## src/rtl/sigmoid_arbiter.sv

```systemverilog
// sigmoid_arbiter: four requesters share one external sigmoid unit.
// Grants are combinational and round-robin. Issued requester ids wait in a tag queue
// until the unit returns a result. Each result is paired with its id in a response FIFO.
// A flush stops new grants until every issued sample has been accepted downstream.
// Optional build macro SIGARB_PRIORITY_EN: requester 0 has fixed priority, and
// requesters 1-3 round-robin among themselves.
module sigmoid_arbiter #(
  parameter int unsigned DEPTH = 4,
  parameter int unsigned NREQ  = 4
) (
  input  logic                 clk,
  input  logic                 rst,
  input  logic [NREQ-1:0]      i_req_valid,
  input  logic [8*NREQ-1:0]    i_req_x,
  output logic [NREQ-1:0]      o_req_ready,
  output logic                 o_sig_in_valid,
  output logic [7:0]           o_sig_x,
  input  logic                 i_sig_out_valid,
  input  logic [15:0]          i_sig_y,
  output logic                 o_rsp_valid,
  output logic [15:0]          o_rsp_y,
  output logic [1:0]           o_rsp_id,
  input  logic                 i_rsp_ready,
  input  logic                 i_flush,
  output logic                 o_flush_done,
  output logic                 o_err
);

  localparam int unsigned AddrW = $clog2(DEPTH);
  localparam int unsigned PtrW  = AddrW + 1;
  localparam int unsigned CntW  = $clog2(DEPTH + 1);

  typedef enum logic [0:0] {StRun, StDrain} state_e;

  state_e          state_q;
  logic            flush_done_q;
  logic            err_q, err_d;
  logic [1:0]      last_grant_q, last_grant_d;
  logic [CntW-1:0] outstanding_q, outstanding_d;

  logic [PtrW-1:0] tag_wptr_q, tag_wptr_d, tag_rptr_q, tag_rptr_d;
  logic [PtrW-1:0] rsp_wptr_q, rsp_wptr_d, rsp_rptr_q, rsp_rptr_d;
  logic [1:0]      tag_mem_q [DEPTH];
  logic [17:0]     rsp_mem_q [DEPTH];

  logic            grant_found;
  logic [1:0]      grant_idx;
  logic [1:0]      cand;
  logic            tag_empty, tag_full, tag_push, tag_pop;
  logic            rsp_empty, rsp_full, rsp_push, rsp_pop;
  logic [17:0]     rsp_head;

  // Queue status; the extra pointer bit separates full from empty
  assign tag_empty = (tag_wptr_q == tag_rptr_q);
  assign tag_full  = (tag_wptr_q[PtrW-1] != tag_rptr_q[PtrW-1]) &&
                     (tag_wptr_q[AddrW-1:0] == tag_rptr_q[AddrW-1:0]);
  assign rsp_empty = (rsp_wptr_q == rsp_rptr_q);
  assign rsp_full  = (rsp_wptr_q[PtrW-1] != rsp_rptr_q[PtrW-1]) &&
                     (rsp_wptr_q[AddrW-1:0] == rsp_rptr_q[AddrW-1:0]);

  // Grant search: skipped in reset, in drain, or when every FIFO slot is spoken for
  always_comb begin
    grant_found = 1'b0;
    grant_idx   = 2'd0;
    cand        = 2'd0;
    if (!rst && (state_q == StRun) && (outstanding_q != CntW'(DEPTH))) begin
`ifdef SIGARB_PRIORITY_EN
      if (i_req_valid[0]) begin
        grant_found = 1'b1;
        grant_idx   = 2'd0;
      end else begin
        for (int i = 1; i <= NREQ; i++) begin
          cand = last_grant_q + 2'(i);
          if (!grant_found && (cand != 2'd0) && i_req_valid[cand]) begin
            grant_found = 1'b1;
            grant_idx   = cand;
          end
        end
      end
`else
      for (int i = 1; i <= NREQ; i++) begin
        cand = last_grant_q + 2'(i);
        if (!grant_found && i_req_valid[cand]) begin
          grant_found = 1'b1;
          grant_idx   = cand;
        end
      end
`endif
    end
  end

  // One-hot ready and same-cycle issue of the granted sample
  always_comb begin
    o_req_ready    = '0;
    o_sig_in_valid = grant_found;
    o_sig_x        = 8'h00;
    if (grant_found) begin
      o_req_ready[grant_idx] = 1'b1;
      o_sig_x                = i_req_x[{grant_idx, 3'b000} +: 8];
    end
  end

  // Handshakes on the tag queue and the response FIFO
  always_comb begin
    tag_pop  = i_sig_out_valid && !tag_empty;
    tag_push = grant_found && (!tag_full || tag_pop);
    rsp_pop  = !rsp_empty && i_rsp_ready;
    rsp_push = tag_pop && (!rsp_full || rsp_pop);
  end

  // A result with no matching tag has no owner: flag it and drop it
  always_comb begin
    err_d = err_q;
    if (i_sig_out_valid && tag_empty) begin
      err_d = 1'b1;
    end
  end

  // Round-robin pointer moves only on a transfer
  always_comb begin
    last_grant_d = last_grant_q;
    if (grant_found) begin
`ifdef SIGARB_PRIORITY_EN
      // Requester 0 sits outside the rotation among 1-3
      if (grant_idx != 2'd0) begin
        last_grant_d = grant_idx;
      end
`else
      last_grant_d = grant_idx;
`endif
    end
  end

  // Outstanding count: issued samples whose responses are not yet accepted
  always_comb begin
    outstanding_d = outstanding_q;
    case ({grant_found, rsp_pop})
      2'b10:   outstanding_d = outstanding_q + CntW'(1);
      2'b01:   outstanding_d = outstanding_q - CntW'(1);
      default: outstanding_d = outstanding_q;
    endcase
  end

  // Pointer advance; DEPTH is a power of two, so the natural wrap is modulo DEPTH
  always_comb begin
    tag_wptr_d = tag_wptr_q;
    tag_rptr_d = tag_rptr_q;
    rsp_wptr_d = rsp_wptr_q;
    rsp_rptr_d = rsp_rptr_q;
    if (tag_push) tag_wptr_d = tag_wptr_q + PtrW'(1);
    if (tag_pop)  tag_rptr_d = tag_rptr_q + PtrW'(1);
    if (rsp_push) rsp_wptr_d = rsp_wptr_q + PtrW'(1);
    if (rsp_pop)  rsp_rptr_d = rsp_rptr_q + PtrW'(1);
  end

  assign rsp_head    = rsp_mem_q[rsp_rptr_q[AddrW-1:0]];
  assign o_rsp_valid = !rsp_empty;
  assign o_rsp_id    = rsp_head[17:16];
  assign o_rsp_y     = rsp_head[15:0];
  assign o_flush_done = flush_done_q;
  assign o_err        = err_q;

  // Flush FSM: leave drain in the cycle the count reaches zero and pulse done with it
  always_ff @(posedge clk or posedge rst) begin
    if (rst) begin
      state_q      <= StRun;
      flush_done_q <= 1'b0;
    end else begin
      flush_done_q <= 1'b0;
      case (state_q)
        StRun: begin
          if (i_flush) begin
            state_q <= StDrain;
          end
        end
        StDrain: begin
          if (outstanding_d == '0) begin
            state_q      <= StRun;
            flush_done_q <= 1'b1;
          end
        end
        default: state_q <= StRun;
      endcase
    end
  end

  // Control state; last_grant resets to 3 so requester 0 wins first
  always_ff @(posedge clk or posedge rst) begin
    if (rst) begin
      err_q         <= 1'b0;
      last_grant_q  <= 2'd3;
      outstanding_q <= '0;
      tag_wptr_q    <= '0;
      tag_rptr_q    <= '0;
      rsp_wptr_q    <= '0;
      rsp_rptr_q    <= '0;
    end else begin
      err_q         <= err_d;
      last_grant_q  <= last_grant_d;
      outstanding_q <= outstanding_d;
      tag_wptr_q    <= tag_wptr_d;
      tag_rptr_q    <= tag_rptr_d;
      rsp_wptr_q    <= rsp_wptr_d;
      rsp_rptr_q    <= rsp_rptr_d;
    end
  end

  // Queue storage; contents are meaningless once the pointers are cleared
  always_ff @(posedge clk) begin
    if (tag_push) begin
      tag_mem_q[tag_wptr_q[AddrW-1:0]] <= grant_idx;
    end
    if (rsp_push) begin
      rsp_mem_q[rsp_wptr_q[AddrW-1:0]] <= {tag_mem_q[tag_rptr_q[AddrW-1:0]], i_sig_y};
    end
  end

endmodule

```

## config.mk

```make
export PLATFORM = sky130hd
export DESIGN_NAME = sigmoid_arbiter
export DESIGN_NICKNAME = d
export VERILOG_FILES = /design/src/rtl/sigmoid_arbiter.sv
export SDC_FILE = /design/constraint.sdc
export NUM_CORES = 1
export LEC_CHECK = 0
export ABC_AREA = 1
export CORE_MARGIN = 5
export CORE_UTILIZATION = 25
export DETAILED_ROUTE_END_ITERATION = 6
export PLACE_DENSITY = 0.4
export SETUP_SLACK_MARGIN = 0.2
export SLEW_MARGIN = 15
export SYNTH_ARGS = -nofsm -noshare
export SYNTH_HDL_FRONTEND = slang
export SYNTH_SLANG_ARGS = --single-unit
```

## constraint.sdc

```tcl
create_clock -name clk -period 3.55 [get_ports clk]
set_input_delay 0.71 -clock clk [delete_from_list [all_inputs] [get_ports clk]]
set_output_delay 0.71 -clock clk [all_outputs]
set_load 0.02 [all_outputs]
```

==> metrics.log <==
[metrics] total via count in the routed design: 3525
[metrics] hold violation count in the final report: 0
[metrics] async set-reset flop share out of synthesis: 20.0%
[metrics] number of enable flip-flop cells after synthesis: 80
[metrics] total global routing overflow: 0
[metrics] Worst R2R Start: last_grant_q[1]
[metrics] number of DRC violations after detailed-routing iteration 0: 127
[metrics] Longest Clk Path Bufs: 2
[metrics] net count after synthesis: ~530
[metrics] fraction of synthesized cell area taken by the top area cell type: 49.7%
[metrics] fraction of layout cells with a size suffix above 1: 16.9%
[metrics] FILL cells: 1951
[metrics] type of the tightest min-delay check: register to register
[metrics] stage delay of the slowest cell on the critical path: around 0.57 ns
[metrics] Initial Utilization: roughly a quarter
[metrics] Pre-antenna DRT Iters: 4
[metrics] detailed placement HPWL: 7950 um
[metrics] count of boundary I/O pins: 91
[metrics] Finished Cell Area: 0.00655 sq mm
[metrics] synthesized area per cell: 10.6 sq um
[metrics] final WL: 12200 um
[metrics] required time of the worst setup path: 2.84 ns
[metrics] wire length of the first global-routing pass: between 15000 and 20000 um
[metrics] number of hold buffers added after cts: 0
[metrics] setup-violating endpoint count in the final report: 0
[metrics] vias per inst: 4.22
[metrics] Util after Layout: about a third
[metrics] number of max-slew violations in the final report: 0
[metrics] synthesized instance count: 456
[metrics] Worst-Margin Slew: 0.796 ns
[metrics] layout-stage area growth over the synthesis result: 35.6%
[metrics] Clock Sinks: 100
[metrics] vias in the first global route: 3603
[metrics] peak ir drop on the vdd network: 243 uV
[metrics] biggest area consumer among synthesized cells: edfxtp_1
[metrics] RSZ-0062 raised after global routing: yes
[metrics] Maximum Capacitance Violations: 0
[metrics] overall die height: 149 um
[metrics] largest cells by area after synthesis: edfxtp_1, dfrtp_1, nor2_1, nand2_1, o21ai_0
[metrics] share of the clock period used by the worst path: between 80% and 90%
[metrics] input/output buffers: 90
[metrics] time the worst path needs with I/O delays and setup: 3.19 ns
[metrics] destination of the critical timing path: o_sig_x[4]
[metrics] Core Area: 0.0189 sq mm
[metrics] placed standard-cell area: 0.00610 sq mm
[metrics] depth of the CTS H-tree: 3
[metrics] Register-to-Register Setup Slack: 0.49 ns
[metrics] maximum number of pins on one net before global-route repair: 38
[metrics] clock tree from TritonCTS: done
[metrics] Mapped Area: 0.00483 sq mm
[metrics] status: complete, no violations
[metrics] clock buffer count from CTS: 9
[metrics] maximum clock rate: ~310 MHz
[metrics] Slew headroom: 46.9%
[metrics] power density over the cells: between 800 and 900 mW/mm^2
[metrics] Routability Congestion: 0.816
[metrics] Worst EP arrival: 2.48 ns
[metrics] clock edge transition at the registers on the reported setup and hold paths: 0.07 ns
[metrics] average wire length per cell after detail routing: 14.6 um
[metrics] floorplan row count: 50
[metrics] total inserted antenna cells: 0
[metrics] post-route ant nets: 0
[metrics] clock latency reported for the late side of the worst-skew pair: 0.34 ns
[metrics] Most common cell on crit path: nor2_1
[metrics] count of state elements after synthesis: 100
[metrics] layout net count: 639
[metrics] clock skew: roughly 0.0046 ns
[metrics] length in cells of the worst reg-to-reg path: 19
[metrics] # DRC: 0
[metrics] category of the worst setup path capture point: primary output
[metrics] all-layer global routing usage: between 10% and 20%
[metrics] number of distinct standard cells referenced by the synthesized netlist: 33
[metrics] cell leakage power: 2.60 nW
[metrics] startpoint kind of the worst setup timing path: register
[metrics] share of synthesized area occupied by flip-flops and latches: between 60% and 70%
[metrics] most used flip-flop cell after synthesis: edfxtp_1
[metrics] antenna violations before repair: 0
[metrics] Critical Path, Cell by Cell: buf_4 > nand2_1 > nand2_2 > nor2_1 > o21ai_1 > a21oi_4 > nor2_4 > nand3_1 > nand2_1 > nor2_1 > nor2_1 > buf_4
[metrics] Crit Path Category: register to primary output
[metrics] CTS Root Cell: clkbuf_16
[metrics] worst-path maximum fanout: 9
[metrics] slowest CP cell: dfstp_2
[metrics] Setup crit start: last_grant_q[0]
[metrics] die width: 149 um
[metrics] Die Footprint: around 0.022 sq mm
[metrics] reg-to-reg endpoint: state_q
[metrics] count of warnings emitted by yosys: 0
synthesized netlist by cell type, types with 5 or more instances:
library cell   n
inv_1         31
nor2_1        71
xnor2_1        6
o22ai_1       20
nand2_2        8
dfrtp_1       18
nand2_1       64
inv_2          5
a21oi_1        5
nand2_4        5
nand3_1       39
xor2_1         9
ha_1          11
clkbuf_1      11
o21ai_0       45
edfxtp_1      80
flip-flops by register name (all words and copies together) (netlist names):
name / flops
rsp_mem_q: 72
tag_rptr_q: 3
tag_wptr_q: 3
o_flush_done: 1
rsp_rptr_q: 3
rsp_wptr_q: 3
tag_mem_q: 8
last_grant_q: 2
state_q: 1
o_err: 1
outstanding_q: 3
metal layers:
layer,GRT usage [%],up-vias,part of all wire [%]
met5,0,-,0
met4,3.02,0,0.88
met3,3.52,8,7.3
met2,18.5,88,48
met1,12.9,1646,43
li1,-,1783,-
placed cells by master (no fill, tap or decap), types with 4 or more instances in the layout:
| master | n |
|---|---|
| edfxtp_1 | 80 |
| clkdlybuf4s50_1 | 73 |
| nor2_1 | 69 |
| nand2_1 | 57 |
| o21ai_0 | 44 |
| nand3_1 | 39 |
| inv_1 | 31 |
| buf_4 | 28 |
| o22ai_1 | 20 |
| dfrtp_1 | 18 |
| nand2_2 | 14 |
| ha_1 | 11 |
| xor2_1 | 9 |
| clkbuf_16 | 9 |
| xnor2_1 | 6 |
| nand2_4 | 5 |
| a21oi_1 | 5 |
| buf_2 | 5 |
| inv_2 | 4 |
| nor2_4 | 4 |
| dlymetal6s2s_1 | 4 |
| dlygate4sd2_1 | 4 |
worst min path at each step:
stage	from	endpoint	slack, ns	depth (start not counted)
3_3_place_gp	o_err	o_err	0.46	1
5_1_grt	tag_wptr_q[2]	tag_wptr_q[2]	0.51	1
6_report	o_err	o_err	0.49	1
4_1_cts	rsp_wptr_q[2]	rsp_wptr_q[2]	0.49	1
2_1_floorplan	rsp_wptr_q[2]	rsp_wptr_q[2]	0.46	1
3_5_place_dp	o_err	o_err	0.47	1
layout make-up:
| cell class | instances | area, sq um | area share [%] |
|---|---|---|---|
| multi-input combinational | 305 | 1770 | 27.1 |
| clock inverter | 7 | 76.3 | 1.16 |
| sequential | 100 | 2910 | 44.3 |
| tap | 260 | 325 | 4.96 |
| clock buffer | 9 | 225 | 3.44 |
| inverter | 37 | 146 | 2.23 |
| timing repair buffer | 117 | 1100 | 16.8 |
critical path: cells and delay by family (launching register included):
kind / cells / cell delay (ns)
AND/OR/NAND/NOR: 8 / 0.82
AO/OA/AOI/OAI: 2 / 0.42
buffers and inverters: 2 / 0.32
flip-flops: 1 / 0.57
cells by family after synthesis:
kind of cell / count (synthesis) / synth area share, %
buffers and inverters: 56 / 5.57
xor gates and xnor gates: 15 / 2.72
AOI/OAI and AO/OA: 74 / 8.65
and+or+nand+nor: 199 / 19.7
DFF: 100 / 60.1
adders and majority gates: 12 / 3.26
power by group:
part,internal [mW],total [mW],switching [mW]
clock network,0.550,0.973,0.423
logic,1.08,2.84,1.77
registers,1.65,1.82,0.169
stage by stage:
step	total power [mW]	hold WS, ns	TNS [ns]	worst slack, ns	std cells
after floorplan	3.54	0.461	0	0.616	456
after global placement	4.49	0.462	-1.34	-0.193	805
after detailed placement	4.53	0.469	-1.67	-0.216	805
after CTS	5.60	0.493	0	0.0720	829
after global routing	6.07	0.513	0	0.189	835
final	5.63	0.491	0	0.363	835
timing repair:
action / CTS / global route
pin swaps: 1 / 5
gates resized for setup: 29 / 31
gates cloned: 2 / 3
setup buffers: 6 / 3
setup endpoints to repair: 13 / 14
Power figures use the tool's default switching activity.
